$ cat src/rtl/vga_sync_gen_if.sv
// rtl/vga_sync_gen_if.sv - VGA timing bundle from sync generator to pattern generator
interface vga_sync_gen_if;
   logic       p_tick;
   logic [9:0] pixel_x;
   logic [9:0] pixel_y;
   logic       video_on;
   logic       hsync;
   logic       vsync;
   logic       frame_start;

   modport master (
      output p_tick, pixel_x, pixel_y, video_on, hsync, vsync, frame_start
   );

   modport slave (
      input  p_tick, pixel_x, pixel_y, video_on, hsync, vsync, frame_start
   );
endinterface

$ cat src/rtl/vga_sync_gen.sv
// rtl/vga_sync_gen.sv - 640x480@60 VGA timing generator, all outputs registered
module vga_sync_gen #(
   parameter int H_DISPLAY = 640,
   parameter int H_FRONT   = 16,
   parameter int H_SYNC    = 96,
   parameter int H_BACK    = 48,
   parameter int V_DISPLAY = 480,
   parameter int V_FRONT   = 10,
   parameter int V_SYNC    = 2,
   parameter int V_BACK    = 33,
   parameter int CLK_DIV   = 4,
   parameter bit SYNC_POL  = 1'b0
) (
   input  logic            clk,
   input  logic            reset,
   vga_sync_gen_if.master  vga
);

   localparam int H_TOTAL = H_DISPLAY + H_FRONT + H_SYNC + H_BACK;
   localparam int V_TOTAL = V_DISPLAY + V_FRONT + V_SYNC + V_BACK;
   localparam int DW      = $clog2(CLK_DIV);

   localparam logic [DW-1:0] DIV_MAX  = DW'(CLK_DIV - 1);
   localparam logic [9:0]    H_MAX    = 10'(H_TOTAL - 1);
   localparam logic [9:0]    V_MAX    = 10'(V_TOTAL - 1);
   localparam logic [9:0]    H_VIS    = 10'(H_DISPLAY);
   localparam logic [9:0]    V_VIS    = 10'(V_DISPLAY);
   localparam logic [9:0]    HS_FIRST = 10'(H_DISPLAY + H_FRONT);
   localparam logic [9:0]    HS_LAST  = 10'(H_DISPLAY + H_FRONT + H_SYNC - 1);
   localparam logic [9:0]    VS_FIRST = 10'(V_DISPLAY + V_FRONT);
   localparam logic [9:0]    VS_LAST  = 10'(V_DISPLAY + V_FRONT + V_SYNC - 1);

   logic [DW-1:0] div_cnt;
   logic          div_wrap;
   logic          x_wrap;
   logic          frame_wrap;
   logic [9:0]    x_next;
   logic [9:0]    y_next;
   logic          hs_act;
   logic          vs_act;
   logic          vis_next;

   // Decode is taken from the next counter values so the registered syncs
   // and video_on line up with pixel_x/pixel_y after the same edge.
   always_comb begin
      div_wrap   = (div_cnt == DIV_MAX);
      x_wrap     = (vga.pixel_x == H_MAX);
      frame_wrap = x_wrap && (vga.pixel_y == V_MAX);
      x_next     = x_wrap ? 10'd0 : vga.pixel_x + 10'd1;
      y_next     = vga.pixel_y;
      if (x_wrap) begin
         y_next = (vga.pixel_y == V_MAX) ? 10'd0 : vga.pixel_y + 10'd1;
      end
      hs_act   = (x_next >= HS_FIRST) && (x_next <= HS_LAST);
      vs_act   = (y_next >= VS_FIRST) && (y_next <= VS_LAST);
      vis_next = (x_next < H_VIS) && (y_next < V_VIS);
   end

   always_ff @(posedge clk or posedge reset) begin
      if (reset) begin
         div_cnt         <= '0;
         vga.p_tick      <= 1'b0;
         vga.pixel_x     <= 10'd0;
         vga.pixel_y     <= 10'd0;
         vga.video_on    <= 1'b0;
         vga.hsync       <= ~SYNC_POL;
         vga.vsync       <= ~SYNC_POL;
         vga.frame_start <= 1'b0;
      end else begin
         vga.p_tick      <= div_wrap;
         vga.frame_start <= div_wrap && frame_wrap;
         if (div_wrap) begin
            div_cnt      <= '0;
            vga.pixel_x  <= x_next;
            vga.pixel_y  <= y_next;
            vga.video_on <= vis_next;
            vga.hsync    <= hs_act ? SYNC_POL : ~SYNC_POL;
            vga.vsync    <= vs_act ? SYNC_POL : ~SYNC_POL;
         end else begin
            div_cnt      <= div_cnt + DW'(1);
         end
      end
   end

endmodule

$ cat src/flat_wrapper.sv
// flat-port wrapper written by rule: the top's interface ports become plain ports
module vga_sync_gen_flat 
#(
   parameter int H_DISPLAY = 640,
   parameter int H_FRONT   = 16,
   parameter int H_SYNC    = 96,
   parameter int H_BACK    = 48,
   parameter int V_DISPLAY = 480,
   parameter int V_FRONT   = 10,
   parameter int V_SYNC    = 2,
   parameter int V_BACK    = 33,
   parameter int CLK_DIV   = 4,
   parameter bit SYNC_POL  = 1'b0
)
  (clk, reset, vga_p_tick, vga_pixel_x, vga_pixel_y, vga_video_on, vga_hsync, vga_vsync, vga_frame_start);
  vga_sync_gen_if vga_i ();
  input  logic clk;
  input  logic reset;
  output wire logic [$bits(vga_i.p_tick)-1:0] vga_p_tick;
  output wire logic [$bits(vga_i.pixel_x)-1:0] vga_pixel_x;
  output wire logic [$bits(vga_i.pixel_y)-1:0] vga_pixel_y;
  output wire logic [$bits(vga_i.video_on)-1:0] vga_video_on;
  output wire logic [$bits(vga_i.hsync)-1:0] vga_hsync;
  output wire logic [$bits(vga_i.vsync)-1:0] vga_vsync;
  output wire logic [$bits(vga_i.frame_start)-1:0] vga_frame_start;
  assign vga_p_tick = vga_i.p_tick;
  assign vga_pixel_x = vga_i.pixel_x;
  assign vga_pixel_y = vga_i.pixel_y;
  assign vga_video_on = vga_i.video_on;
  assign vga_hsync = vga_i.hsync;
  assign vga_vsync = vga_i.vsync;
  assign vga_frame_start = vga_i.frame_start;
  vga_sync_gen #(.H_DISPLAY(H_DISPLAY), .H_FRONT(H_FRONT), .H_SYNC(H_SYNC), .H_BACK(H_BACK), .V_DISPLAY(V_DISPLAY), .V_FRONT(V_FRONT), .V_SYNC(V_SYNC), .V_BACK(V_BACK), .CLK_DIV(CLK_DIV), .SYNC_POL(SYNC_POL)) u_core (.clk(clk), .reset(reset), .vga(vga_i));
endmodule
$ cat config.mk
export PLATFORM = sky130hd
export DESIGN_NAME = vga_sync_gen_flat
export DESIGN_NICKNAME = d
export VERILOG_FILES = /design/src/rtl/vga_sync_gen_if.sv /design/src/rtl/vga_sync_gen.sv /design/src/flat_wrapper.sv
export SDC_FILE = /design/constraint.sdc
export NUM_CORES = 1
export LEC_CHECK = 0
export CAP_MARGIN = 10
export CORE_MARGIN = 4
export CORE_UTILIZATION = 35
export CTS_BUF_LIST = sky130_fd_sc_hd__clkbuf_4 sky130_fd_sc_hd__clkbuf_8 sky130_fd_sc_hd__clkbuf_16
export CTS_CLUSTER_SIZE = 28
export DETAILED_ROUTE_END_ITERATION = 7
export SLEW_MARGIN = 10
export SYNTH_ARGS = -nofsm -noshare
export SYNTH_HDL_FRONTEND = slang
export SYNTH_SLANG_ARGS = --single-unit
$ cat constraint.sdc
create_clock -name clk -period 4.8 [get_ports clk]
set_input_delay 0.72 -clock clk [delete_from_list [all_inputs] [get_ports clk]]
set_output_delay 0.72 -clock clk [all_outputs]
set_load 0.1 [all_outputs]
==> results of run 1 <==
worst paths after layout:
path,depth (start not counted),from,endpoint,slack (ps)
max in group asynchronous,2,reset,u_core.vga.pixel_y[0]$_DFFE_PP0P_,3500
min in group asynchronous,2,reset,u_core.div_cnt[1]$_DFF_PP0_,840
hold / removal,1,u_core.div_cnt[0]$_DFF_PP0_,u_core.div_cnt[0]$_DFF_PP0_,440
hold reg to reg,1,u_core.div_cnt[0]$_DFF_PP0_,u_core.div_cnt[0]$_DFF_PP0_,440
setup / recovery,1,u_core.vga.pixel_y[3]$_DFFE_PP0P_,vga_pixel_y[3],2060
setup reg to reg,4,u_core.div_cnt[0]$_DFF_PP0_,u_core.vga.pixel_y[7]$_DFFE_PP0P_,2300
synthesized netlist by cell type (all sizes together), types with 3 or more instances:
| library cell | instances |
|---|---|
| a21oi | 7 |
| a31oi | 4 |
| and3 | 5 |
| buf | 8 |
| dfrtp | 25 |
| ha | 5 |
| inv | 6 |
| nand2 | 18 |
| nand3 | 8 |
| nand3b | 3 |
| nand4 | 5 |
| nor2 | 20 |
| o21ai | 13 |
| xnor2 | 5 |
| xor2 | 3 |
registers in the layout, indices dropped and copies added, names as in the netlist:
name	flops
u_core.div_cnt	2
u_core.vga.frame_start	1
u_core.vga.hsync	1
u_core.vga.p_tick	1
u_core.vga.pixel_x	10
u_core.vga.pixel_y	10
u_core.vga.video_on	1
u_core.vga.vsync	1
final cells by class:
cell class                      count  area, um2  area share
Sequential cell                    27        678       0.352
Clock inverter                      1       5.00     0.00260
Timing Repair Buffer               26        260       0.135
Clock buffer                        3       41.3      0.0215
Multi-Input combinational cell    135        852       0.443
Inverter                            6       22.5      0.0117
Tap cell                           52       65.1      0.0338
power by group through the flow:
| stage | clock, mW | sequential, mW | combinational (mW) |
|---|---|---|---|
| 5_1_grt | 0.150 | 0.227 | 0.00652 |
| 4_1_cts | 0.140 | 0.227 | 0.00575 |
| 3_5_place_dp | 0 | 0.232 | 0.00570 |
| 6_report | 0.132 | 0.227 | 0.00516 |
| 2_1_floorplan | 0 | 0.232 | 0.00336 |
| 3_3_place_gp | 0 | 0.232 | 0.00553 |
placed cells by master (no fill, tap or decap), types with 3 or more instances in the layout:
| cell | synthesis | layout |
|---|---|---|
| nand4_1 | 5 | 5 |
| a31oi_1 | 4 | 4 |
| nand2_1 | 18 | 18 |
| nor2_1 | 20 | 20 |
| clkbuf_8 | 0 | 3 |
| a21oi_1 | 7 | 7 |
| o21ai_0 | 12 | 12 |
| ha_1 | 5 | 5 |
| dfrtp_1 | 25 | 25 |
| clkdlybuf4s50_1 | 0 | 26 |
| nand3b_1 | 3 | 3 |
| xnor2_1 | 5 | 5 |
| and3_1 | 5 | 5 |
| xor2_1 | 3 | 3 |
| inv_1 | 6 | 5 |
| nand3_1 | 8 | 8 |
kinds of logic after synthesis:
kind of cell               count (synthesis)  synth area share
and+or+nand+nor                           78             0.265
AOI/OAI and AO/OA                         42             0.171
DFF                                       27             0.423
buffers and inverters                     15            0.0453
xor gates and xnor gates                   8            0.0437
adders and majority gates                  6            0.0453
muxes                                      1           0.00625
metal layers:
layer | global-route usage | share of wire
met1 | 0.205 | 0.49
met2 | 0.205 | 0.46
met3 | 0.0211 | 0.047
met4 | 0.0621 | 0.0087
met5 | 0 | 0
metrics by stage:
step / area (um2) / hold WS [ps] / power, mW / setup slack [ps] / std cells
global route: 1920 / 460 / 0.384 / 1990 / 250
global placement: 1880 / 413 / 0.237 / 2390 / 246
detailed placement: 1880 / 422 / 0.237 / 2380 / 246
CTS: 1920 / 438 / 0.374 / 2060 / 250
floorplan: 1600 / 403 / 0.235 / 2210 / 177
finish: 1920 / 435 / 0.365 / 2060 / 250
==> metrics.yaml, run 1 <==
setup_path:
  crit_path_top_delay_cell: "clkdlybuf4s50_1"
  cp.required_ps: 4080
  cp-end-kind: "output pin"
  worst_setup_path_start_kind: "register"
  critPathMaxStageDelay_ps: 1200
  path_cells: "clkdlybuf4s50_1"
  crit_fanout: 12
  crit_arrival_ps: 2020
  critPathBufInv: 1
  crit_type: "reg2out"
  critPathTopFamily: "buffers and inverters"
power_and_ir_drop:
  pwr-share-clk: 0.363
  ir_drop_mv: 0.0881
  netSwitchingPower_mw: 0.0785
  p_seq_frac: 0.623
  p_int_mw: 0.286
  power_per_cell_area_nw_per_um2: 190
  combPwrFrac: 0.014
  swShare: 0.215
  power_leakage_nw: 0.731
placement:
  hpwl_um: 2580
  place.gp.congestion: 0.872
  io_buffers: 26
clock_network:
  cts_tree: "yes"
  cts.path.max_buffers: 2
  clockRootBuffer: "clkbuf_8"
  hold_buffers: 0
  clkLatencyLatePin_ps: 280
  cts_made_buffers: 3
  htree_levels: 1
  postCtsSetupBuffers: 0
  clkTransAtPathRegs_ps: 100
  ctsResizeCount: 0
  clock-sinks: 27
global_route:
  first_global_vias: 1274
  grtUsageTotal: 0.141
  grt_max_degree: 31
  grt_pass1_wl_um: 6240
  overflow: 0
  antenna_found_initial: 0
routing:
  drc: 0
  wl_per_cell_um: 14.7
  drt_iter0_markers: 151
  first_pass_iters: 4
  vias_per_cell: 5.57
  vias: 1393
  ant_nets: 0
  wl_um: 3670
synthesis:
  synth_ff_type: "dfrtp_1"
  yosys-top-cells-area: "dfrtp_1, nor2_1, nand2_1"
  async_reset_ff_frac: 1.00
  ys_types: 50
  synth_edf_count: 0
  netlist_area_um2: 1600
  synthCells: 177
  yosys.area.top_type_share: 0.390
  synth_top_cell_by_area: "dfrtp_1"
  yosysSeqAreaShare: 0.423
  ys_seq_elements: 27
  synthesis.nets: 184
  synth_warnings: 0
  syn_area_per_cell_um2: 9.06
layout:
  nNetsFinal: 206
  diodes: 0
  drive_gt1_frac: 0.0404
  syn_to_final_growth_pct: 20.1
  final_core_util: 0.439
  nFillCells: 427
sta:
  relSlewSlack: 0.332
  hold_viol: 0
  setup_viol: 0
  final.min_clock_period_ps: 2740
  finalSetupTns_ps: 0
  finalClockSkew_ps: 8.36
  rsz0062_at_grt: "false"
  slew_viol_final: 0
  max_freq_mhz: 365
  fin_crit_sh: 0.570
  worst_slew_pin_slew_ps: 1000
floorplanning:
  die_h_um: 75.7
  die_area_um2: 5730
  ios: 27
  start_util: 0.366
  core_um2: 4380
  die_w_um: 75.7
  fp-row-count: 24
outcome:
  status: "completed"
flow_run:
  cap_violations: 0
worst_hold_path:
  hp-class: "reg2reg"
Power figures use the tool's default switching activity.
==> run 2: changes to the inputs <==
==> constraint.sdc (replaced) <==
create_clock -name clk -period 2.9 [get_ports clk]
set_input_delay 0.435 -clock clk [delete_from_list [all_inputs] [get_ports clk]]
set_output_delay 0.435 -clock clk [all_outputs]
set_load 0.1 [all_outputs]
==> run 2 against run 1 <==
  * Clock skew decreased by 5.8 ps
  * Routed wire length increased by 4.3%
  * Register-to-register slack got worse by 1800 ps
  * Largest cell class unchanged
  * Clock power increased by 64%
  * Hold slack improved by 9.3 ps
  * First-iteration DRC count decreased by 5.3%
  * Highest routed layer unchanged
  * Cell area decreased by 2.5%
  * Sequential cell count unchanged
  * Core utilization decreased by 1.1 points
  * Setup slack got worse by 1500 ps
  * Sequential power increased by 66%
==> metrics.yaml, run 2 (synthesized netlist as in run 1, its figures left out) <==
layout:
  diodes: 0
  layout_commonest_cell: "buf_4"
  syn_to_final_growth_pct: 17.1
  largest_registers: "u_core.vga.pixel_x x10, u_core.vga.pixel_y x10, u_core.div_cnt x2"
  nNetsFinal: 208
  mostFrequentLayoutCells: "buf_4, dfrtp_1, nor2_1"
  design_area_um2: 1880
  instances_no_fill: 252
  final_core_util: 0.428
  drive_gt1_frac: 0.175
placement:
  placed_cell_area_um2: 1830
  hpwl_um: 2730
  place.gp.congestion: 0.846
  dp_cells: 248
  io_buffers: 26
floorplanning:
  core_um2: 4380
  die_h_um: 75.7
  start_util: 0.366
  die_area_um2: 5730
  ios: 27
  fp-row-count: 24
  die_w_um: 75.7
sta:
  hold_viol: 0
  fin_crit_sh: 0.820
  max_freq_mhz: 421
  finalSetupTns_ps: 0
  rsz0062_at_grt: "false"
  setup_viol: 0
  slew_viol_final: 0
  relSlewSlack: 0.586
  worst_slew_pin_slew_ps: 620
  final.min_clock_period_ps: 2380
  finalClockSkew_ps: 2.52
flow_run:
  cap_violations: 0
power_and_ir_drop:
  p_int_mw: 0.475
  ir_drop_mv: 0.158
  p_seq_frac: 0.626
  power_leakage_nw: 0.785
  power_per_cell_area_nw_per_um2: 320
  pwr-share-clk: 0.358
  combPwrFrac: 0.016
  netSwitchingPower_mw: 0.127
  swShare: 0.211
  total_power_mw: 0.601
clock_network:
  cts.path.max_buffers: 2
  clock-sinks: 27
  htree_levels: 1
  ctsResizeCount: 0
  clockRootBuffer: "clkbuf_8"
  postCtsSetupBuffers: 0
  cts_tree: "yes"
  clkLatencyLatePin_ps: 270
  clkTransAtPathRegs_ps: 90
  cts_made_buffers: 3
  hold_buffers: 0
worst_hold_path:
  holdPathStages: 1
  hp-class: "reg2reg"
global_route:
  grt_pass1_wl_um: 6110
  first_global_vias: 1241
  overflow: 0
  grt_max_degree: 28
  antenna_found_initial: 0
  grtUsageTotal: 0.137
setup_path:
  crit_path_start: "u_core.vga.pixel_x[1]$_DFFE_PP0P_"
  crit_arrival_ps: 2540
  r2r_end: "u_core.vga.pixel_y[7]$_DFFE_PP0P_"
  regToRegSetupSlack_ps: 520
  worst_setup_path_start_kind: "register"
  cp.required_ps: 3070
  cp-end-kind: "register"
  cp-endpoint: "u_core.vga.pixel_y[7]$_DFFE_PP0P_"
  crit_fanout: 11
  r2r-start: "u_core.vga.pixel_x[1]$_DFFE_PP0P_"
  crit_type: "reg2reg"
  r2r.worst_path.cells: 6
routing:
  wl_per_cell_um: 15.2
  wl_um: 3830
  drc: 0
  vias_per_cell: 5.66
  ant_nets: 0
  vias: 1426
  drt_iter0_markers: 143
  first_pass_iters: 4
outcome:
  status: "completed"
## run 2: cell count changes in the layout (fill, tap and decap cells not counted)
cell	change
inv_1	+1
buf_4	+27
clkinv_1	-1
clkdlybuf4s50_1	-25
## run 2: worst min path at each step
stage | startpoint | endpoint | slack (ps)
after detailed placement | u_core.div_cnt[0]$_DFF_PP0_ | u_core.div_cnt[0]$_DFF_PP0_ | 440
after global routing | u_core.div_cnt[0]$_DFF_PP0_ | u_core.div_cnt[0]$_DFF_PP0_ | 470
after floorplan | u_core.div_cnt[0]$_DFF_PP0_ | u_core.div_cnt[0]$_DFF_PP0_ | 400
final | u_core.div_cnt[0]$_DFF_PP0_ | u_core.div_cnt[0]$_DFF_PP0_ | 440
after CTS | u_core.div_cnt[0]$_DFF_PP0_ | u_core.div_cnt[0]$_DFF_PP0_ | 450
after global placement | u_core.div_cnt[0]$_DFF_PP0_ | u_core.div_cnt[0]$_DFF_PP0_ | 420
## run 2: critical path, stage by stage (launching register included)
cell	delay [ps]
dfrtp_1	420
ha_1	220
and4_1	240
and3_1	430
nand2_1	280
or2_2	420
o41ai_1	240
## run 2: through the flow
step           hold slack (ps)  setup WS [ps]
5_1_grt                    470            353
4_1_cts                    450            577
3_3_place_gp               415            717
2_1_floorplan              403            307
3_5_place_dp               436            593
6_report                   445            523
## run 2: power groups by stage
stage	registers [mW]	logic, mW	clock network, mW
floorplan	0.384	0.00556	0
global placement	0.384	0.00987	0
detailed placement	0.384	0.0104	0
CTS	0.376	0.0104	0.223
global route	0.376	0.0112	0.237
finish	0.376	0.00948	0.216
## run 2: area by class of cell
| cell class | count | area (um2) |
|---|---|---|
| Clock inverter | 1 | 5.00 |
| Sequential cell | 27 | 678 |
| Clock buffer | 3 | 41.3 |
| Inverter | 6 | 22.5 |
| Fill cell | 438 | 2510 |
| Multi-Input combinational cell | 135 | 852 |
| Timing Repair Buffer | 28 | 213 |
| Tap cell | 52 | 65.1 |
## run 2: routing by layer
layer | vias to the layer above | global-route usage | part of all wire
li1 | 696 | - | -
met1 | 683 | 0.205 | 0.47
met2 | 43 | 0.200 | 0.47
met3 | 4 | 0.0211 | 0.050
met4 | 0 | 0.0485 | 0.0078
met5 | - | 0 | 0
